===== src/rtl/lsu_mem_port.sv =====
// rtl/lsu_mem_port.sv - RV32 load/store unit driving a single-beat word-aligned data-memory port
module lsu_mem_port (
   input  logic        clk,
   input  logic        rst,
   input  logic        req_valid,
   output logic        req_ready,
   input  logic [6:0]  opcode,
   input  logic [2:0]  funct3,
   input  logic [31:0] addr,
   input  logic [31:0] wdata,
   output logic        resp_valid,
   output logic [31:0] rdata,
   output logic        err,
   output logic        mem_req_valid,
   input  logic        mem_req_ready,
   output logic        mem_we,
   output logic [31:0] mem_addr,
   output logic [31:0] mem_wdata,
   output logic [3:0]  mem_wstrb,
   input  logic        mem_resp_valid,
   input  logic [31:0] mem_rdata
);

   localparam logic [6:0] OP_LOAD  = 7'b0000011;
   localparam logic [6:0] OP_STORE = 7'b0100011;
   localparam logic [6:0] OP_FLW   = 7'b0000111;
   localparam logic [6:0] OP_FSW   = 7'b0100111;

   typedef enum logic [1:0] {IDLE, REQ, WAIT, DONE} state_t;
   state_t state;

   logic        is_load_q;
   logic [2:0]  f3_q;
   logic [1:0]  off_q;

   logic        legal;
   logic        ld_op;
   logic        aligned;
   logic [3:0]  wstrb_n;
   logic [31:0] wdata_n;
   logic [31:0] shifted;
   logic [31:0] ld_data;

   // Decode the incoming request: legality and lane placement of store data
   always_comb begin
      legal   = 1'b0;
      ld_op   = (opcode == OP_LOAD) || (opcode == OP_FLW);
      aligned = (addr[1:0] == 2'b00);
      case (opcode)
         OP_LOAD: begin
            case (funct3)
               3'b000, 3'b100: legal = 1'b1;
               3'b001, 3'b101: legal = ~addr[0];
               3'b010:         legal = aligned;
               default:        legal = 1'b0;
            endcase
         end
         OP_STORE: begin
            case (funct3)
               3'b000:  legal = 1'b1;
               3'b001:  legal = ~addr[0];
               3'b010:  legal = aligned;
               default: legal = 1'b0;
            endcase
         end
         OP_FLW, OP_FSW: legal = (funct3 == 3'b010) && aligned;
         default:        legal = 1'b0;
      endcase
      case (funct3[1:0])
         2'b00: begin
            wstrb_n = 4'b0001 << addr[1:0];
            wdata_n = {4{wdata[7:0]}};
         end
         2'b01: begin
            wstrb_n = 4'b0011 << addr[1:0];
            wdata_n = {2{wdata[15:0]}};
         end
         default: begin
            wstrb_n = 4'b1111;
            wdata_n = wdata;
         end
      endcase
   end

   // Extract and extend the addressed byte/halfword from the returned word
   always_comb begin
      shifted = mem_rdata >> {off_q, 3'b000};
      case (f3_q)
         3'b000:  ld_data = {{24{shifted[7]}}, shifted[7:0]};
         3'b100:  ld_data = {24'd0, shifted[7:0]};
         3'b001:  ld_data = {{16{shifted[15]}}, shifted[15:0]};
         3'b101:  ld_data = {16'd0, shifted[15:0]};
         default: ld_data = shifted;
      endcase
   end

   // Access sequencer with registered handshake and result outputs
   always_ff @(posedge clk or posedge rst) begin
      if (rst) begin
         state         <= IDLE;
         req_ready     <= 1'b1;
         resp_valid    <= 1'b0;
         err           <= 1'b0;
         rdata         <= 32'd0;
         mem_req_valid <= 1'b0;
         mem_we        <= 1'b0;
         mem_addr      <= 32'd0;
         mem_wdata     <= 32'd0;
         mem_wstrb     <= 4'd0;
         is_load_q     <= 1'b0;
         f3_q          <= 3'd0;
         off_q         <= 2'd0;
      end else begin
         case (state)
            IDLE: begin
               if (req_valid) begin
                  req_ready <= 1'b0;
                  is_load_q <= ld_op;
                  f3_q      <= funct3;
                  off_q     <= addr[1:0];
                  if (legal) begin
                     mem_req_valid <= 1'b1;
                     mem_we        <= ~ld_op;
                     mem_addr      <= {addr[31:2], 2'b00};
                     mem_wdata     <= ld_op ? 32'd0 : wdata_n;
                     mem_wstrb     <= ld_op ? 4'd0 : wstrb_n;
                     state         <= REQ;
                  end else begin
                     err        <= 1'b1;
                     rdata      <= 32'd0;
                     resp_valid <= 1'b1;
                     state      <= DONE;
                  end
               end
            end
            REQ: begin
               if (mem_req_ready) begin
                  mem_req_valid <= 1'b0;
                  if (mem_resp_valid) begin
                     rdata      <= is_load_q ? ld_data : 32'd0;
                     err        <= 1'b0;
                     resp_valid <= 1'b1;
                     state      <= DONE;
                  end else begin
                     state <= WAIT;
                  end
               end
            end
            WAIT: begin
               if (mem_resp_valid) begin
                  rdata      <= is_load_q ? ld_data : 32'd0;
                  err        <= 1'b0;
                  resp_valid <= 1'b1;
                  state      <= DONE;
               end
            end
            default: begin
               resp_valid <= 1'b0;
               req_ready  <= 1'b1;
               state      <= IDLE;
            end
         endcase
      end
   end

endmodule

===== config.mk =====
export PLATFORM = sky130hd
export DESIGN_NAME = lsu_mem_port
export DESIGN_NICKNAME = d
export VERILOG_FILES = /design/src/rtl/lsu_mem_port.sv
export SDC_FILE = /design/constraint.sdc
export NUM_CORES = 1
export LEC_CHECK = 0
export ABC_AREA = 1
export CAP_MARGIN = 15
export CORE_MARGIN = 3
export CORE_UTILIZATION = 44
export CTS_CLUSTER_SIZE = 24
export DETAILED_ROUTE_END_ITERATION = 7
export HOLD_SLACK_MARGIN = 0.15
export PLACE_DENSITY = 0.82
export SYNTH_ARGS = -nofsm -noshare
export SYNTH_HDL_FRONTEND = slang
export SYNTH_SLANG_ARGS = --single-unit

===== constraint.sdc =====
create_clock -name clk -period 5.2 [get_ports clk]
set_input_delay 1.3 -clock clk [delete_from_list [all_inputs] [get_ports clk]]
set_output_delay 1.3 -clock clk [all_outputs]
set_load 0.05 [all_outputs]

# [Word level (Yosys, flattened, before mapping)]
# Cells that the tools add are included.
[totals] regBits=111 latch_bits=0 mem_bits_rw=0 rom_bits=0 inputBits=111 out_inout_bits=105 mem_count=0
[classes] addsub=0 n_mul=0 div=0 n_lt_le_gt_ge=0 n_eq_ne=19 shift=3 muxes=34 bitwise=3 reduce_logical=20
[op_table] operator="$mux W32" n=6
[op_table] operator="$pmux W32 S4" n=1
[op_table] operator="$pmux W32 S3" n=1
[op_table] operator="$pmux W32 S2" n=1
[op_table] operator="$shr A32 B5 Y32" n=1
[op_table] operator="$pmux W1 S3" n=5
[op_table] operator="$eq A7 B6 Y1 const B" n=2
[op_table] operator="$eq A3 B3 Y1 const B" n=4
[op_table] operator="$mux W1" n=11
[op_table] operator="$ne A2 B2 Y1 const B" n=5
[op_table] operator="$reduce_and A3 Y1" n=3
[op_table] operator="$mux W2" n=4
[op_table] operator="$pmux W4 S2" n=1
[op_table] operator="$reduce_and A4 Y1" n=2
[op_table] operator="$reduce_or A2 Y1" n=4
[op_table] operator="$eq A7 B2 Y1 const B" n=1
[op_table] operator="$eq A7 B3 Y1 const B" n=1
[op_table] operator="$eq A3 B1 Y1 const B" n=2
[op_table] operator="$logic_not A2 Y1" n=3
[op_table] operator="$logic_not A3 Y1" n=2
[op_table] operator="$pmux W2 S3" n=1
[op_table] operator="$eq A2 B1 Y1 const B" n=2
[op_table] operator="$mux W4" n=1
[op_table] operator="$pmux W1 S2" n=2
[op_table] operator="10 further kinds" n=13

# [Logic depth before layout (Yosys ltp)]
# Gate-level depths: netlist (run 1).
[depth] word_depth=7 mapped_depth=12 depth_no_buf=10

# [Worst setup path after synthesis (run 1)]
# Ideal clock, no wire load.
[synth_timing] kind="input to register" start="in opcode[3]" end="reg mem_we" setup_time_ns=0.126 t_arrival_ns=2.255 t_required_ns=5.074 setup_slack_ns=2.819 cell_stages=8 n_path_buf=2 path_cell_list="nor2_1 > nand4_1 > nor2_2 > nand4_2 > buf_6 > buf_6 > nand2_1 > nand2_1"
[synth_via] elab_chain_len=4 word_cells_on_any_way=9
[synth_lines] item="start, declared" line="7" text="input logic [6:0] opcode,"
[synth_lines] item="$eq A7 B3 Y1 / $eq A7 B6 Y1 (equally long branches)" line="47, 49"
[synth_lines] item="$reduce_or A2 Y1" line="49" text="case (opcode)"
[synth_lines] item="$pmux W1 S3" line="49"
[synth_lines] item="$reduce_and A3 Y1 (no line)"
[synth_lines] item="end signal, assigned" line="123" text="mem_we <= ~ld_op;"
[synth_lines] item="end, declared" line="16" text="output logic mem_we,"
# Several ways; a longest one is shown, not always the timed one.
# A chain may end at the register's enable or synchronous reset.

# [Final worst setup path (run 1)]
[layout_timing] start="in funct3[1]" end="reg mem_wdata[12]"
[layout_via] elab_chain_len=5 word_cells_on_any_way=16
[layout_lines] item="start, declared" line="8" text="input logic [2:0] funct3,"
[layout_lines] item="$eq A3 B1 Y1, or another cell as far along" line="51, 59"
[layout_lines] item="$reduce_or A2 Y1" line="51" text="case (funct3)"
[layout_lines] item="$pmux W1 S3" line="51"
[layout_lines] item="$pmux W1 S3" line="49"
[layout_lines] item="$reduce_and A3 Y1 (no line)"
[layout_lines] item="end signal, assigned" line="125" text="mem_wdata <= ld_op ? 32'd0 : wdata_n;"
[layout_lines] item="end, declared" line="18" text="output logic [31:0] mem_wdata,"
# Several ways; a longest one is shown, not always the timed one.

==> flow_summary.ini, run 1 <==
[outcome]
status = finished clean

[clock_network]
htree_levels = 3
cts-hold-fix-buffers = 0
cts_setup_buffers = 0
insertion_delay_ns = 0.35
ctsResizeCount = 0
clk_path_buf_depth = 2
cts.sinks = 111
cts_buffers = 9
cts_tree = built
root_buffer = clkbuf_16
path_clk_slew_ns = 0.07

[pwr]
peakVddDrop_uv = 278
leakage_nw = 3.82
p_per_area_nw_per_um2 = 420

[finish]
final_util = 0.657
mostFrequentLayoutCells = nand2_1, clkdlybuf4s50_1, dfrtp_1
num_antenna_cells = 0
fin_area_um2 = 8030
syn_to_final_growth_pct = 43.2
drive_gt1_frac = 0.0678
layout_commonest_cell = nand2_1
nFillCells = 1036
final_nets = 1025

[routing]
viasPerCell = 5.11
drc_errors = 0
drt_iter0_markers = 629
vias = 5534
drt_pre_antenna_iters = 5
drt_wl_total_mm = 16.8
routedWlPerCell_um = 15.5
drtAntennaViolNets = 0

[placement]
placed_area_um2 = 7720
hpwl_mm = 12.2
gp_congestion = 0.920
place_ws_ns = 1.23
port_buffers = 213

[sta]
slew_headroom = 0.352
period_share = 0.705
timing.final.max_slew_violations = 0
fin_crit_ns = 3.66
hold_viol = 0
rsz0062_at_grt = false
worstMarginPinSlew_ns = 0.971
hold_ws_ns = 0.475
setup_viol = 0
setup_slack_ns = 1.54
clock-skew-final_ns = 0.00718
max_freq_ghz = 0.273
tns_ns = 0

[floorplanning]
ios = 216
fp.coreArea_um2 = 12200
die_area_um2 = 14100
start_util = 0.459
die_h_um = 119
fp.dieW_um = 119
rows = 40

[worst_setup_path]
cp_slowest_cell = clkdlybuf4s50_1
cpPeakStageDelay_ns = 0.80
worstPathRequired_ns = 5.48
worst_setup_path_end_kind = flop
crit_family = buffers and inverters
critPathKind = primary input to flop
crit_path_start_kind = primary input
critPathBufInv = 3
worst-path-stages = 9
crit_fanout = 27
rr_worst_depth = 7
cp.arrival_ns = 3.95
path_cells = clkdlybuf4s50_1 > inv_2 > nand2_1 > nand4_1 > nor2_2 > nand3_1 > inv_2 > nand3_1 > nand2_1

[synthesis]
syn-mean-instance-area_um2 = 7.76
ys_async_sr_fraction = 1.00
synth_cells = 723
synth_edf_count = 0
synth-seq-area-share = 0.496
ys_types = 28
ys_seq_elements = 111
ys.flop_type = dfrtp_1
netlist_area_um2 = 5610
ys_warn_count = 0

[min_path]
hold_depth = 2
hold_class = flop to flop

[grt]
antenna_found_initial = 0
use_met2 = 0.385
use_met1 = 0.309
grt.total_usage = 0.237
grt_overflow_total = 0
grt_busiest_layer = met2
grt_pass1_wl_mm = 27.0
use_met3 = 0.0760
grt_max_degree = 68
grt_pass1_vias = 5276

[flow_run]
maxCapViolCount = 0
-- state kept, by name, summed over array words and instances (netlist names) --
name,count
f3_q,3
off_q,2
is_load_q,1
mem_wstrb,4
state,2
err,1
mem_addr,30
mem_we,1
rdata,32
mem_wdata,32
req_ready,1
mem_req_valid,1
resp_valid,1
-- cells in the mapped netlist (all sizes together), types with 6 or more instances --
cell type  count  area, µm²
buf           26        208
clkbuf        17       65.1
dfrtp        110       2750
inv           31        116
nand2        319       1200
nand3         66        345
nand3b         8       60.1
nor2          23       88.8
o21ai         82        459
o21bai         6       45.0
o22ai          8       50.1
or2           15       93.8
-- logic make-up (layout without fill, tap and decap cells) --
group | Yosys count | after routing | synth area share
AO/OA/AOI/OAI | 98 | 98 | 0.101
adder cells (fa/ha/maj) | 4 | 4 | 0.00892
buffers and inverters | 74 | 265 | 0.0694
flip-flops | 111 | 111 | 0.496
other | 1 | 2 | 0.000669
AND/OR/NAND/NOR | 435 | 435 | 0.325
-- final cells by class --
| cell class | count | area, µm² | area share |
|---|---|---|---|
| clock buffers | 10 | 239 | 0.0298 |
| clock inverters | 6 | 67.6 | 0.00842 |
| inverters | 31 | 119 | 0.0148 |
| multi-input cells | 539 | 2440 | 0.304 |
| flip-flops and latches | 111 | 2780 | 0.346 |
| well taps | 168 | 210 | 0.0262 |
| repair buffers | 218 | 2170 | 0.270 |
-- stage by stage --
stage,cells,total power [mW]
after floorplan,724,2.29
after global placement,1067,2.65
after detailed placement,1067,2.67
after CTS,1083,3.38
after global routing,1083,3.60
final,1083,3.37
-- layer usage --
layer | vias up | wire length [µm]
li1 | 2685 | -
met1 | 2573 | 6800
met2 | 259 | 8100
met3 | 17 | 1700
met4 | 0 | 207
met5 | - | 0
-- path summary, 6_finish.rpt --
path / from / endpoint / slack [ns]
max in group asynchronous: rst / rdata[4]$_DFFE_PP0P_ / 3.05
hold / removal: mem_wstrb[1]$_DFFE_PP0P_ / mem_wstrb[1]$_DFFE_PP0P_ / 0.48
hold reg to reg: mem_wstrb[1]$_DFFE_PP0P_ / mem_wstrb[1]$_DFFE_PP0P_ / 0.48
min in group asynchronous: rst / mem_addr[24]$_DFFE_PP0P_ / 1.27
setup / recovery: funct3[1] / mem_wdata[12]$_DFFE_PP0P_ / 1.54
setup reg to reg: off_q[0]$_DFFE_PP0P_ / rdata[16]$_DFFE_PP0P_ / 2.29
-- power by group --
group	switching, mW	leakage (nW)	internal, mW
Clock	0.325	0.145	0.390
Combinational	1.03	2.16	0.502
Sequential	0.138	1.51	0.985
Total	1.50	3.82	1.88
-- worst min-delay path, cell delays in order (launching register included) --
cell	delay, ns
dfrtp_1	0.35
nand2_1	0.05
nand2_1	0.05
Power figures use the tool's default switching activity.
==> run 2: changes to the inputs <==
- CORE_UTILIZATION: 44 -> 40
- PLACE_DENSITY: 0.82 -> 0.79
- clock period: 5.2 -> 3.2 ns (I/O delays scaled with it)
==> run 2 against run 1 <==
- die area up 9.5%
- sequential share of layout area down 0.37 points
- critical path type is now flop to output port
- power up 62%
- worst hold slack about the same
- largest cell class unchanged
- design area up 1.1%
- clock skew about the same
- sequential cell count unchanged
- final cell count up 1.6%
- register-to-register slack worse by 1.3 ns
- first-iteration DRC count down 50%
==> flow_summary.ini, run 2 (synthesis gave the netlist of run 1 again) <==
[outcome]
status = finished clean

[clock_network]
cts_tree = built
path_clk_slew_ns = 0.07
root_buffer = clkbuf_16
cts.sinks = 111
cts_setup_buffers = 0
cts-hold-fix-buffers = 0
htree_levels = 3
insertion_delay_ns = 0.35
clk_path_buf_depth = 2
cts_buffers = 9
ctsResizeCount = 0

[sta]
setup_slack_ns = 0.731
clock-skew-final_ns = 0.00745
slew_headroom = 0.552
worstMarginPinSlew_ns = 0.671
tns_ns = 0
fin_crit_ns = 2.47
setup_viol = 0
timing.final.max_slew_violations = 0
period_share = 0.772
max_freq_ghz = 0.405
rsz0062_at_grt = false
hold_viol = 0
hold_ws_ns = 0.475

[pwr]
peakVddDrop_uv = 471
leakage_nw = 3.86
p_per_area_nw_per_um2 = 674

[routing]
drc_errors = 0
drtAntennaViolNets = 0
drt_iter0_markers = 317
vias = 5458
viasPerCell = 4.96
routedWlPerCell_um = 15.6
drt_wl_total_mm = 17.1
drt_pre_antenna_iters = 5

[floorplanning]
die_area_um2 = 15500
start_util = 0.417
fp.coreArea_um2 = 13500
die_h_um = 124
rows = 42
ios = 216
fp.dieW_um = 124

[worst_setup_path]
worstPathRequired_ns = 2.40
critPathKind = flop to output port
rr_endpoint = mem_wdata[28]$_DFFE_PP0P_
rr_worst_depth = 10
r2r-start = state[0]$_DFFE_PP0P_
worst_setup_path_end_kind = output port
cpPeakStageDelay_ns = 0.79
path_cells = clkdlybuf4s50_1
critPathBufInv = 1
crit_fanout = 2
crit_family = buffers and inverters
cp_slowest_cell = clkdlybuf4s50_1
cp.arrival_ns = 1.67
crit_path_start_kind = flop
reg2reg_setup_slack_ns = 1.03

[grt]
grt.total_usage = 0.219
grt_overflow_total = 0
antenna_found_initial = 0
grt_max_degree = 67
grt_pass1_wl_mm = 27.5
grt_pass1_vias = 5373

[finish]
syn_to_final_growth_pct = 44.7
layout_commonest_cell = nand2_1
final_util = 0.603
nFillCells = 1246
mostFrequentLayoutCells = nand2_1, clkdlybuf4s50_1, dfrtp_1
drive_gt1_frac = 0.0747
final_nets = 1034
top_regs = mem_wdata (32), rdata (32), mem_addr (30)
num_antenna_cells = 0
seq_area_um2 = 2780
multi_input_area_um2 = 2440

[min_path]
hold_class = flop to flop
hold_depth = 2
min_from = mem_wstrb[3]$_DFFE_PP0P_
min_to = mem_wstrb[3]$_DFFE_PP0P_

[flow_run]
maxCapViolCount = 0

[placement]
place_ws_ns = 0.447
hpwl_mm = 12.7
gp_congestion = 0.887
port_buffers = 213
run 2: layout make-up:
type | count | share of cell area
timing repair buffer | 227 | 0.280
clock buffer | 12 | 0.0304
tap | 176 | 0.0271
clock inverter | 4 | 0.00370
multi-input combinational | 539 | 0.301
sequential | 111 | 0.342
inverter | 31 | 0.0148
run 2: power breakdown:
| group | internal (mW) | switching [mW] | total, mW | leakage, nW |
|---|---|---|---|---|
| Clock | 0.554 | 0.517 | 1.07 | 0.133 |
| Combinational | 0.877 | 1.78 | 2.65 | 2.21 |
| Sequential | 1.60 | 0.140 | 1.74 | 1.51 |
run 2: routing by layer:
| metal | part of all wire | wire, µm | GRT usage | up-vias |
|---|---|---|---|---|
| met5 | 0 | 0 | 0 | - |
| met4 | 0.021 | 360 | 0.0741 | 0 |
| met3 | 0.095 | 1630 | 0.0669 | 27 |
| met2 | 0.47 | 8040 | 0.360 | 245 |
| met1 | 0.41 | 7090 | 0.276 | 2484 |
| li1 | - | - | - | 2702 |
run 2: worst max path at each step:
stage	cells past startpoint	start	slack [ns]	to
6_report	1	req_ready$_DFFE_PP1P_	0.73	req_ready
5_1_grt	8	funct3[0]	0.59	mem_addr[8]$_DFFE_PP0P_
4_1_cts	1	req_ready$_DFFE_PP1P_	0.71	req_ready
3_5_place_dp	9	funct3[1]	0.45	mem_addr[6]$_DFFE_PP0P_
3_3_place_gp	9	funct3[1]	0.57	mem_addr[31]$_DFFE_PP0P_
2_1_floorplan	1	rst	1.06	err$_DFFE_PP0P_
run 2: per-stage QoR:
stage / std cells / power, mW / cell area (µm²)
detailed placement: 1084 / 4.42 / 7840
finish: 1100 / 5.47 / 8110
global route: 1100 / 5.82 / 8110
floorplan: 724 / 3.72 / 5620
global placement: 1084 / 4.39 / 7840
CTS: 1100 / 5.50 / 8110
==> run 3: changes to the inputs <==
- clock period: 3.2 -> 2.18 ns (I/O delays scaled with it)
==> run 3 against run 2 <==
- global-route usage up 0.24 points
- highest routed layer unchanged
- die area stayed put
- core utilization increased by 1.9 points
- count of clock-buffer cells in the layout fell by 1
- worst hold slack lost 0.0020 ns
==> flow_summary.ini, run 3 (synthesis gave the netlist of run 1 again) <==
[worst_setup_path]
worstPathRequired_ns = 1.63
path_cells = clkdlybuf4s50_1
crit_fanout = 2
cpPeakStageDelay_ns = 0.82
critPathKind = flop to output port
cp.arrival_ns = 1.58
crit_path_start_kind = flop
worst_setup_path_end_kind = output port
cp_slowest_cell = clkdlybuf4s50_1
crit_family = buffers and inverters
critPathBufInv = 1

[sta]
timing.final.max_slew_violations = 0
slew_headroom = 0.625
hold_ws_ns = 0.473
worstMarginPinSlew_ns = 0.561
tns_ns = 0
fin_crit_ns = 2.12
rsz0062_at_grt = false
setup_viol = 0
max_freq_ghz = 0.471
period_share = 0.973
hold_viol = 0
setup_slack_ns = 0.0590
clock-skew-final_ns = 0.00638

[grt]
use_met3 = 0.0875
grt_pass1_wl_mm = 27.8
grt_max_degree = 51
grt_overflow_total = 0
use_met2 = 0.365
use_met1 = 0.275
grt_pass1_vias = 5427
grt.total_usage = 0.222
grt_busiest_layer = met2
antenna_found_initial = 0

[clock_network]
cts.sinks = 111
insertion_delay_ns = 0.35
ctsResizeCount = 0
cts_tree = built
clk_path_buf_depth = 2
path_clk_slew_ns = 0.07
root_buffer = clkbuf_16
cts_buffers = 9
cts_setup_buffers = 0
htree_levels = 3
cts-hold-fix-buffers = 0

[placement]
place_ws_ns = -0.133
hpwl_mm = 13.0
placed_area_um2 = 8050
port_buffers = 213
dpl.cell_count = 1104
gp_congestion = 0.863

[finish]
mostFrequentLayoutCells = nand2_1, clkdlybuf4s50_1, dfrtp_1
seq_area_um2 = 2780
drive_gt1_frac = 0.0985
syn_to_final_growth_pct = 49.3
top_regs = mem_wdata (32), rdata (32), mem_addr (30)
final_util = 0.622
final_nets = 1054
num_antenna_cells = 0
fin_area_um2 = 8370
layout_commonest_cell = nand2_1
finalNonFillerCells = 1120
nFillCells = 1216
multi_input_area_um2 = 2440

[floorplanning]
die_h_um = 124
rows = 42
die_area_um2 = 15500
fp.dieW_um = 124
start_util = 0.417
ios = 216
fp.coreArea_um2 = 13500

[min_path]
hold_class = flop to flop

[pwr]
p_int_mw = 4.74
peakVddDrop_uv = 532
p_per_area_nw_per_um2 = 994
power_mw = 8.32
switching_share = 0.430
sequentialPowerShare = 0.305
p_sw_mw = 3.57
leakage_nw = 4.03
clkPwrFrac = 0.213
p_comb_frac = 0.482

[routing]
drc_errors = 0
drt_iter0_markers = 386
drt_wl_total_mm = 17.3
drt_pre_antenna_iters = 5
routedWlPerCell_um = 15.4
viasPerCell = 5.00
vias = 5600
drtAntennaViolNets = 0

[outcome]
status = finished clean

[flow_run]
maxCapViolCount = 0
[run 3: layout make-up]
cell class / instances / area share
sequential: 111 / 0.332
inverter: 31 / 0.0143
multi-input combinational: 539 / 0.292
timing repair buffer: 247 / 0.298
tap: 176 / 0.0263
clock inverter: 5 / 0.00987
clock buffer: 11 / 0.0278
[run 3: worst paths after layout]
kind	from	endpoint	slack [ns]	cells past startpoint
hold / removal	mem_wdata[4]$_DFFE_PP0P_	mem_wdata[4]$_DFFE_PP0P_	0.47	2
max in group asynchronous	rst	req_ready$_DFFE_PP1P_	1.01	3
setup reg to reg	state[0]$_DFFE_PP0P_	rdata[9]$_DFFE_PP0P_	0.36	8
hold reg to reg	mem_wdata[4]$_DFFE_PP0P_	mem_wdata[4]$_DFFE_PP0P_	0.47	2
setup / recovery	mem_wdata[28]$_DFFE_PP0P_	mem_wdata[28]	0.06	1
min in group asynchronous	rst	rdata[16]$_DFFE_PP0P_	0.55	2
[run 3: layer usage]
layer,vias to the layer above,wire [µm]
met3,16,1580
met4,0,208
met5,-,0
met1,2621,7240
met2,230,8230
li1,2733,-
[run 3: worst register-to-register path, cell delays in order, from the launching register on]
cell and delay [ns]:
dfrtp_1 0.40, inv_1 0.10, ha_1 0.34, inv_1 0.13, o21ai_0 0.21, nand3_2 0.16
buf_12 0.21, nand2_1 0.11, o21ai_2 0.05
[run 3: power groups by stage]
stage / clock (mW) / sequential, mW / combinational [mW]
after global placement: 0 / 2.57 / 3.96
after CTS: 1.81 / 2.54 / 4.01
after global routing: 1.89 / 2.58 / 4.38
after floorplan: 0 / 3.24 / 2.22
after detailed placement: 0 / 2.57 / 4.00
final: 1.77 / 2.54 / 4.01
